### src/rtl/pipe_stall_ctrl_pkg.sv
// Shared encodings for the pipeline stall/flush controller: stall vectors and EX FSM states.

package pipe_stall_ctrl_pkg;

    localparam logic [5:0] StallNone = 6'b000000;
    localparam logic [5:0] StallId   = 6'b000111;
    localparam logic [5:0] StallEx   = 6'b001111;
    localparam logic [5:0] StallMem  = 6'b011111;

    typedef enum logic [1:0] {
        ExIdle = 2'd0,
        ExBusy = 2'd1,
        ExHeld = 2'd2
    } ex_state_e;

endpackage

### src/rtl/pipe_stall_ctrl.sv
// Central stall/flush controller: merges ID/EX/MEM stall requests, tracks multi-cycle EX ops
// with a watchdog, and issues branch flush/redirect plus a saturating stall-cycle counter.

module pipe_stall_ctrl
    import pipe_stall_ctrl_pkg::*;
#(
    parameter int unsigned MAX_EX_CYCLES = 64,
    parameter int unsigned CNT_W         = 32
) (
    input  logic              clk,
    input  logic              rst,
    input  logic              stallreq_id,
    input  logic              ex_start,
    input  logic              ex_done,
    input  logic              mem_req,
    input  logic              mem_ack,
    input  logic              branch_flag_i,
    input  logic [31:0]       branch_target_i,
    output logic [5:0]        stall,
    output logic              flush,
    output logic [31:0]       new_pc,
    output logic              ex_timeout,
    output logic [CNT_W-1:0]  stall_cnt
);

    localparam int unsigned           ExCntW    = $clog2(MAX_EX_CYCLES);
    localparam logic [ExCntW-1:0]     ExCntLast = ExCntW'(MAX_EX_CYCLES - 1);

    ex_state_e          ex_state_q, ex_state_d;
    logic [ExCntW-1:0]  ex_cnt_q, ex_cnt_d;
    logic               ex_timeout_q, ex_timeout_d;
    logic [CNT_W-1:0]   stall_cnt_q;

    logic               mem_stall;
    logic               ex_stall;
    logic               timeout_now;
    logic [5:0]         stall_vec;

    always_comb begin
        mem_stall   = mem_req & ~mem_ack;
        timeout_now = (ex_state_q == ExBusy) && !ex_done && (ex_cnt_q == ExCntLast);
        ex_stall    = ((ex_state_q == ExIdle) && ex_start && !ex_done) ||
                      ((ex_state_q == ExBusy) && !ex_done && !timeout_now);

        if (mem_stall) begin
            stall_vec = StallMem;
        end else if (ex_stall) begin
            stall_vec = StallEx;
        end else if (stallreq_id) begin
            stall_vec = StallId;
        end else begin
            stall_vec = StallNone;
        end
    end

    // Outputs are forced quiet while reset is held, independent of inputs.
    always_comb begin
        stall  = rst ? stall_vec : StallNone;
        flush  = rst && branch_flag_i && !stall_vec[2];
        new_pc = flush ? branch_target_i : 32'h0;
    end

    always_comb begin
        ex_state_d   = ex_state_q;
        ex_cnt_d     = ex_cnt_q;
        ex_timeout_d = ex_timeout_q;

        case (ex_state_q)
            ExIdle: begin
                // A done pulse without a start (or with it: zero-wait op) leaves us idle.
                if (ex_start && !ex_done) begin
                    ex_state_d = ExBusy;
                    ex_cnt_d   = '0;
                end
            end
            ExBusy: begin
                if (ex_done) begin
                    ex_state_d = mem_stall ? ExHeld : ExIdle;
                end else if (timeout_now) begin
                    ex_state_d   = ExIdle;
                    ex_timeout_d = 1'b1;
                end else begin
                    ex_cnt_d = ex_cnt_q + ExCntW'(1);
                end
            end
            ExHeld: begin
                if (!mem_stall) begin
                    ex_state_d = ExIdle;
                end
            end
            default: begin
                ex_state_d = ExIdle;
            end
        endcase
    end

    always_ff @(posedge clk or negedge rst) begin
        if (!rst) begin
            ex_state_q   <= ExIdle;
            ex_cnt_q     <= '0;
            ex_timeout_q <= 1'b0;
            stall_cnt_q  <= '0;
        end else begin
            ex_state_q   <= ex_state_d;
            ex_cnt_q     <= ex_cnt_d;
            ex_timeout_q <= ex_timeout_d;
            if (stall_vec[0] && (stall_cnt_q != '1)) begin
                stall_cnt_q <= stall_cnt_q + CNT_W'(1);
            end
        end
    end

    assign ex_timeout = ex_timeout_q;
    assign stall_cnt  = stall_cnt_q;

endmodule

### config.mk
export PLATFORM = sky130hd
export DESIGN_NAME = pipe_stall_ctrl
export DESIGN_NICKNAME = d
export VERILOG_FILES = /design/src/rtl/pipe_stall_ctrl_pkg.sv /design/src/rtl/pipe_stall_ctrl.sv
export SDC_FILE = /design/constraint.sdc
export NUM_CORES = 1
export LEC_CHECK = 0
export BUFFER_PORTS_ARGS = -buffer_cell sky130_fd_sc_hd__buf_2
export CORE_MARGIN = 1
export CORE_UTILIZATION = 51
export DETAILED_ROUTE_END_ITERATION = 8
export GPL_TIMING_DRIVEN = 0
export PLACE_DENSITY = 0.88
export SETUP_SLACK_MARGIN = 0.02
export SYNTH_ARGS = -nofsm -noshare
export SYNTH_HDL_FRONTEND = slang
export SYNTH_SLANG_ARGS = --single-unit
### constraint.sdc
create_clock -name clk -period 4.1 [get_ports clk]
set_input_delay 0.41 -clock clk [delete_from_list [all_inputs] [get_ports clk]]
set_output_delay 0.41 -clock clk [all_outputs]
set_load 0.005 [all_outputs]
==> report_table.html <==
<table>
<tr><th>Metric</th><th>Value</th></tr>
<tr><th colspan="2">Route</th></tr>
<tr><td>Number of design-rule violations left by the first detailed-router iteration</td><td>between 90 and 100</td></tr>
<tr><td>Drt total wl</td><td>between 5000 and 6000 um</td></tr>
<tr><td>Via count</td><td>2213</td></tr>
<tr><td>Detailed-routing iteration count for the pre-antenna-repair pass</td><td>4</td></tr>
<tr><td>Routed via count divided by cell count</td><td>around 5.4</td></tr>
<tr><td>DRC errors left</td><td>0</td></tr>
<tr><td>Number of antenna-violating nets in the routed design</td><td>0</td></tr>
<tr><td>Routed length per instance</td><td>roughly 14 um</td></tr>
<tr><th colspan="2">Cells and area</th></tr>
<tr><td>Fillers</td><td>about 360</td></tr>
<tr><td>Register Area</td><td>1030 um2</td></tr>
<tr><td>Area delta synth-&gt;final</td><td>29.9%</td></tr>
<tr><td>Net total in the final layout</td><td>400</td></tr>
<tr><td>Antenna cell count</td><td>0</td></tr>
<tr><td>Multi-input gate area in the final layout</td><td>~1400 um2</td></tr>
<tr><td>Proportion of layout cells with a drive suffix above 1</td><td>about two fifths</td></tr>
<tr><th colspan="2">Clock tree</th></tr>
<tr><td>Number of buffers inserted by post-CTS setup repair</td><td>0</td></tr>
<tr><td>CTS sink count</td><td>between 40 and 50</td></tr>
<tr><td>Clock tree from TritonCTS</td><td>yes</td></tr>
<tr><td>Worst-Skew Late Latency</td><td>approximately 300 ps</td></tr>
<tr><td>Clock Pin Slew Worst Setup and Hold Paths</td><td>approximately 80 ps</td></tr>
<tr><td>TritonCTS buffer count</td><td>5</td></tr>
<tr><td>Post-cts hold buffer count</td><td>0</td></tr>
<tr><td>H-tree depth</td><td>2</td></tr>
<tr><td>Max Buffers Root-to-Sink</td><td>2</td></tr>
<tr><td>Clock root buffer master</td><td>sky130_fd_sc_hd__clkbuf_8</td></tr>
<tr><td>CTS resizes</td><td>0</td></tr>
<tr><th colspan="2">Timing</th></tr>
<tr><td>Least-Margin Pin Slew</td><td>about 970 ps</td></tr>
<tr><td>Post-Route Setup TNS</td><td>0 ps</td></tr>
<tr><td>Max-slew violation count</td><td>0</td></tr>
<tr><td>Number of hold violations in the final report</td><td>0</td></tr>
<tr><td>Top achievable clock speed</td><td>362 MHz</td></tr>
<tr><td>Final worst clock skew</td><td>roughly 13 ps</td></tr>
<tr><td>Final setup violation count</td><td>0</td></tr>
<tr><td>Final worst path period share</td><td>67.5%</td></tr>
<tr><td>Worst slew margin relative to its limit</td><td>35.4%</td></tr>
<tr><td>Post-layout minimum cycle time</td><td>~2800 ps</td></tr>
<tr><td>Final worst setup slack</td><td>between 1000 and 1500 ps</td></tr>
<tr><td>Unrepaired setup endpoints after global routing</td><td>no</td></tr>
<tr><td>Worst hold slack after final layout</td><td>about 270 ps</td></tr>
<tr><th colspan="2">Power and ir drop</th></tr>
<tr><td>Areal power density over the cells</td><td>349 nW/um2</td></tr>
<tr><td>Pwr Total</td><td>1.12 mW</td></tr>
<tr><td>Static power due to leakage</td><td>around 1.7 nW</td></tr>
<tr><td>Worst IR drop on VDD</td><td>0.000315 V</td></tr>
<tr><th colspan="2">Die</th></tr>
<tr><td>Core area</td><td>roughly 4500 um2</td></tr>
<tr><td>Top Ports</td><td>between 100 and 150</td></tr>
<tr><td>Die extent in x</td><td>slightly above 70 um</td></tr>
<tr><td>Rows</td><td>24</td></tr>
<tr><td>Area of the die</td><td>5110 um2</td></tr>
<tr><td>Chip height</td><td>roughly 72 um</td></tr>
<tr><td>Initial Utilization</td><td>a little over half</td></tr>
<tr><th colspan="2">Placement</th></tr>
<tr><td>Placer Congestion</td><td>0.829</td></tr>
<tr><td>Count of input and output buffers</td><td>110</td></tr>
<tr><td>Post-detailed-placement half-perimeter wirelength</td><td>about 4500 um</td></tr>
<tr><td>Pre-CTS worst setup slack</td><td>1520 ps</td></tr>
<tr><th colspan="2">GRT</th></tr>
<tr><td>Number of antenna violations at the first check in global routing</td><td>0</td></tr>
<tr><td>Grt total ovfl</td><td>0</td></tr>
<tr><td>Maximum number of pins on one net before global-route repair</td><td>46</td></tr>
<tr><td>Global-route wire length before repair</td><td>~9600 um</td></tr>
<tr><td>Total routing resource utilization after global routing</td><td>around a quarter</td></tr>
<tr><td>Number of global-route vias before repair</td><td>about 2100</td></tr>
<tr><th colspan="2">Job</th></tr>
<tr><td>Number of maximum-capacitance constraint violations</td><td>0</td></tr>
<tr><th colspan="2">Yosys</th></tr>
<tr><td>Net count after synthesis</td><td>~280</td></tr>
<tr><td>Netlist area before placement</td><td>roughly 2500 um2</td></tr>
<tr><td>Count of synthesis-stage warnings from yosys</td><td>0</td></tr>
<tr><td>Post-synthesis register bit count</td><td>around 40</td></tr>
<tr><td>Share of the yosys chip area belonging to registers</td><td>about two fifths</td></tr>
<tr><td>Library cells used by synthesis</td><td>around 50</td></tr>
<tr><td>Synthesized instance count</td><td>about 240</td></tr>
<tr><td>Post-Synthesis Mean Instance Area</td><td>10.2 um2</td></tr>
<tr><th colspan="2">Worst setup path</th></tr>
<tr><td>Crit Path Category</td><td>flip-flop to output port</td></tr>
<tr><td>Critical Path Sink Type</td><td>output port</td></tr>
<tr><td>Stage delay of the slowest cell on the critical path</td><td>approximately 390 ps</td></tr>
<tr><td>Category of the worst setup path launch point</td><td>flip-flop</td></tr>
<tr><td>Worst Path Required</td><td>between 3000 and 4000 ps</td></tr>
<tr><td>Critical Path Slowest Stage Cell</td><td>sky130_fd_sc_hd__dfrtp_1</td></tr>
<tr><td>Arrival time of the worst setup path</td><td>2360 ps</td></tr>
<tr><td>R2r setup slk</td><td>roughly 1700 ps</td></tr>
<tr><td>Worst-path fanout max</td><td>10</td></tr>
<tr><td>Crit-path cells</td><td>ha_1 -&gt; nand3_1 -&gt; o21a_2 -&gt; nor2_4 -&gt; and3_1 -&gt; clkbuf_1 -&gt; and2_1 -&gt; buf_2</td></tr>
<tr><th colspan="2">Min path</th></tr>
<tr><td>Type of the worst min-delay path</td><td>primary input to asynchronous set/reset pin</td></tr>
<tr><th colspan="2">Run status</th></tr>
<tr><td>Status</td><td>finished clean</td></tr>
</table>
==> per-layer routing <==
metal | part of all wire [%] | track usage (%) | vias up
met5 | 0 | 0 | -
met4 | 1.2 | 7.84 | 0
met3 | 5.9 | 3.94 | 8
met2 | 53 | 45.8 | 90
met1 | 40 | 27.5 | 1044
li1 | - | - | 1071
==> synthesized netlist by cell type (all sizes together) <==
library cell,count,share of area [%]
nand4b,1,0.36
o211a,1,0.41
nand3b,2,0.61
a31oi,1,0.25
o21ai,4,1.3
nor2,8,1.5
xor2,17,6.0
nor3,10,2.0
or2,1,0.25
ha,2,1.0
and2,37,9.4
a21oi,2,0.41
buf,8,2.4
mux2i,2,0.81
nand4,11,3.0
or3,2,0.71
inv,2,0.30
conb,1,0.15
o21a,2,0.66
dfrtp,41,42
nor4,8,4.0
nor4b,7,4.8
nor3b,2,0.81
and3,6,1.7
nand3,13,2.6
nor2b,1,0.25
mux2,3,1.4
nand2,24,3.8
nand2b,1,0.25
clkbuf,2,0.36
and4,4,1.4
xnor2,14,5.0
a21o,1,0.30
==> placed cells by master (no fill, tap or decap), drive strengths merged, types with 10 or more instances in the layout <==
master,n
buf,118
dfrtp,41
and2,37
nand2,24
xor2,17
xnor2,14
nand3,13
nand4,11
nor3,10
==> worst max-delay path, delay by kind of cell (launching register included) <==
kind | cells | cell delay, ps
buffers and inverters | 2 | 380
DFF | 1 | 390
adders and majority gates | 1 | 210
and+or+nand+nor | 4 | 800
AOI/OAI and AO/OA | 1 | 290
==> area by class of cell <==
class	instances	area share, %
Buffer	10	2.11
Clock buffer	6	2.58
Clock inverter	2	1.17
Inverter	2	0.235
Multi-Input combinational cell	188	42.6
Sequential cell	41	32.1
Tap cell	52	2.03
Timing Repair Buffer	110	17.2
==> path summary, 6_finish.rpt <==
kind	start	to	cells after the start
worst max-delay path	ex_cnt_q[0]	new_pc[16]	8
worst min-delay path	rst	stall_cnt[3]	1
worst max register to register	stall_cnt[0]	stall_cnt[1]	6
worst min register to register	ex_timeout	ex_timeout	1
max in group asynchronous	rst	ex_timeout	1
min in group clk	mem_ack	ex_state_q[1]	3
==> report_power, final <==
group	leakage (nW)	switching [mW]	internal (mW)	total (mW)
combinational	1.08	0.142	0.126	0.268
sequential	0.545	0.0614	0.449	0.511
clock	0.0574	0.142	0.198	0.340
total	1.68	0.345	0.773	1.12
==> per-stage QoR <==
| stage | util, % | instances | instance area, um2 |
|---|---|---|---|
| 3_3_place_gp | 68.4 | 403 | 3080 |
| 3_5_place_dp | 68.4 | 403 | 3080 |
| 4_1_cts | 71.0 | 411 | 3200 |
| 2_1_floorplan | - | 241 | 2460 |
| 6_report | 71.0 | 411 | 3200 |
| 5_1_grt | 71.0 | 411 | 3200 |
==> logic make-up after synthesis <==
family | after synthesis | synth area share [%]
DFF | 41 | 41.6
other | 1 | 0.152
AOI/OAI and AO/OA | 11 | 3.30
adders and majority gates | 2 | 1.02
muxes | 5 | 2.18
and+or+nand+nor | 138 | 37.6
xor gates and xnor gates | 31 | 11.0
buffers and inverters | 12 | 3.05
==> flip-flops by register name (all words and copies together) (netlist names) <==
signal      cells
ex_state_q      2
ex_timeout      1
stall_cnt      32
ex_cnt_q        6
Power figures use the tool's default switching activity.
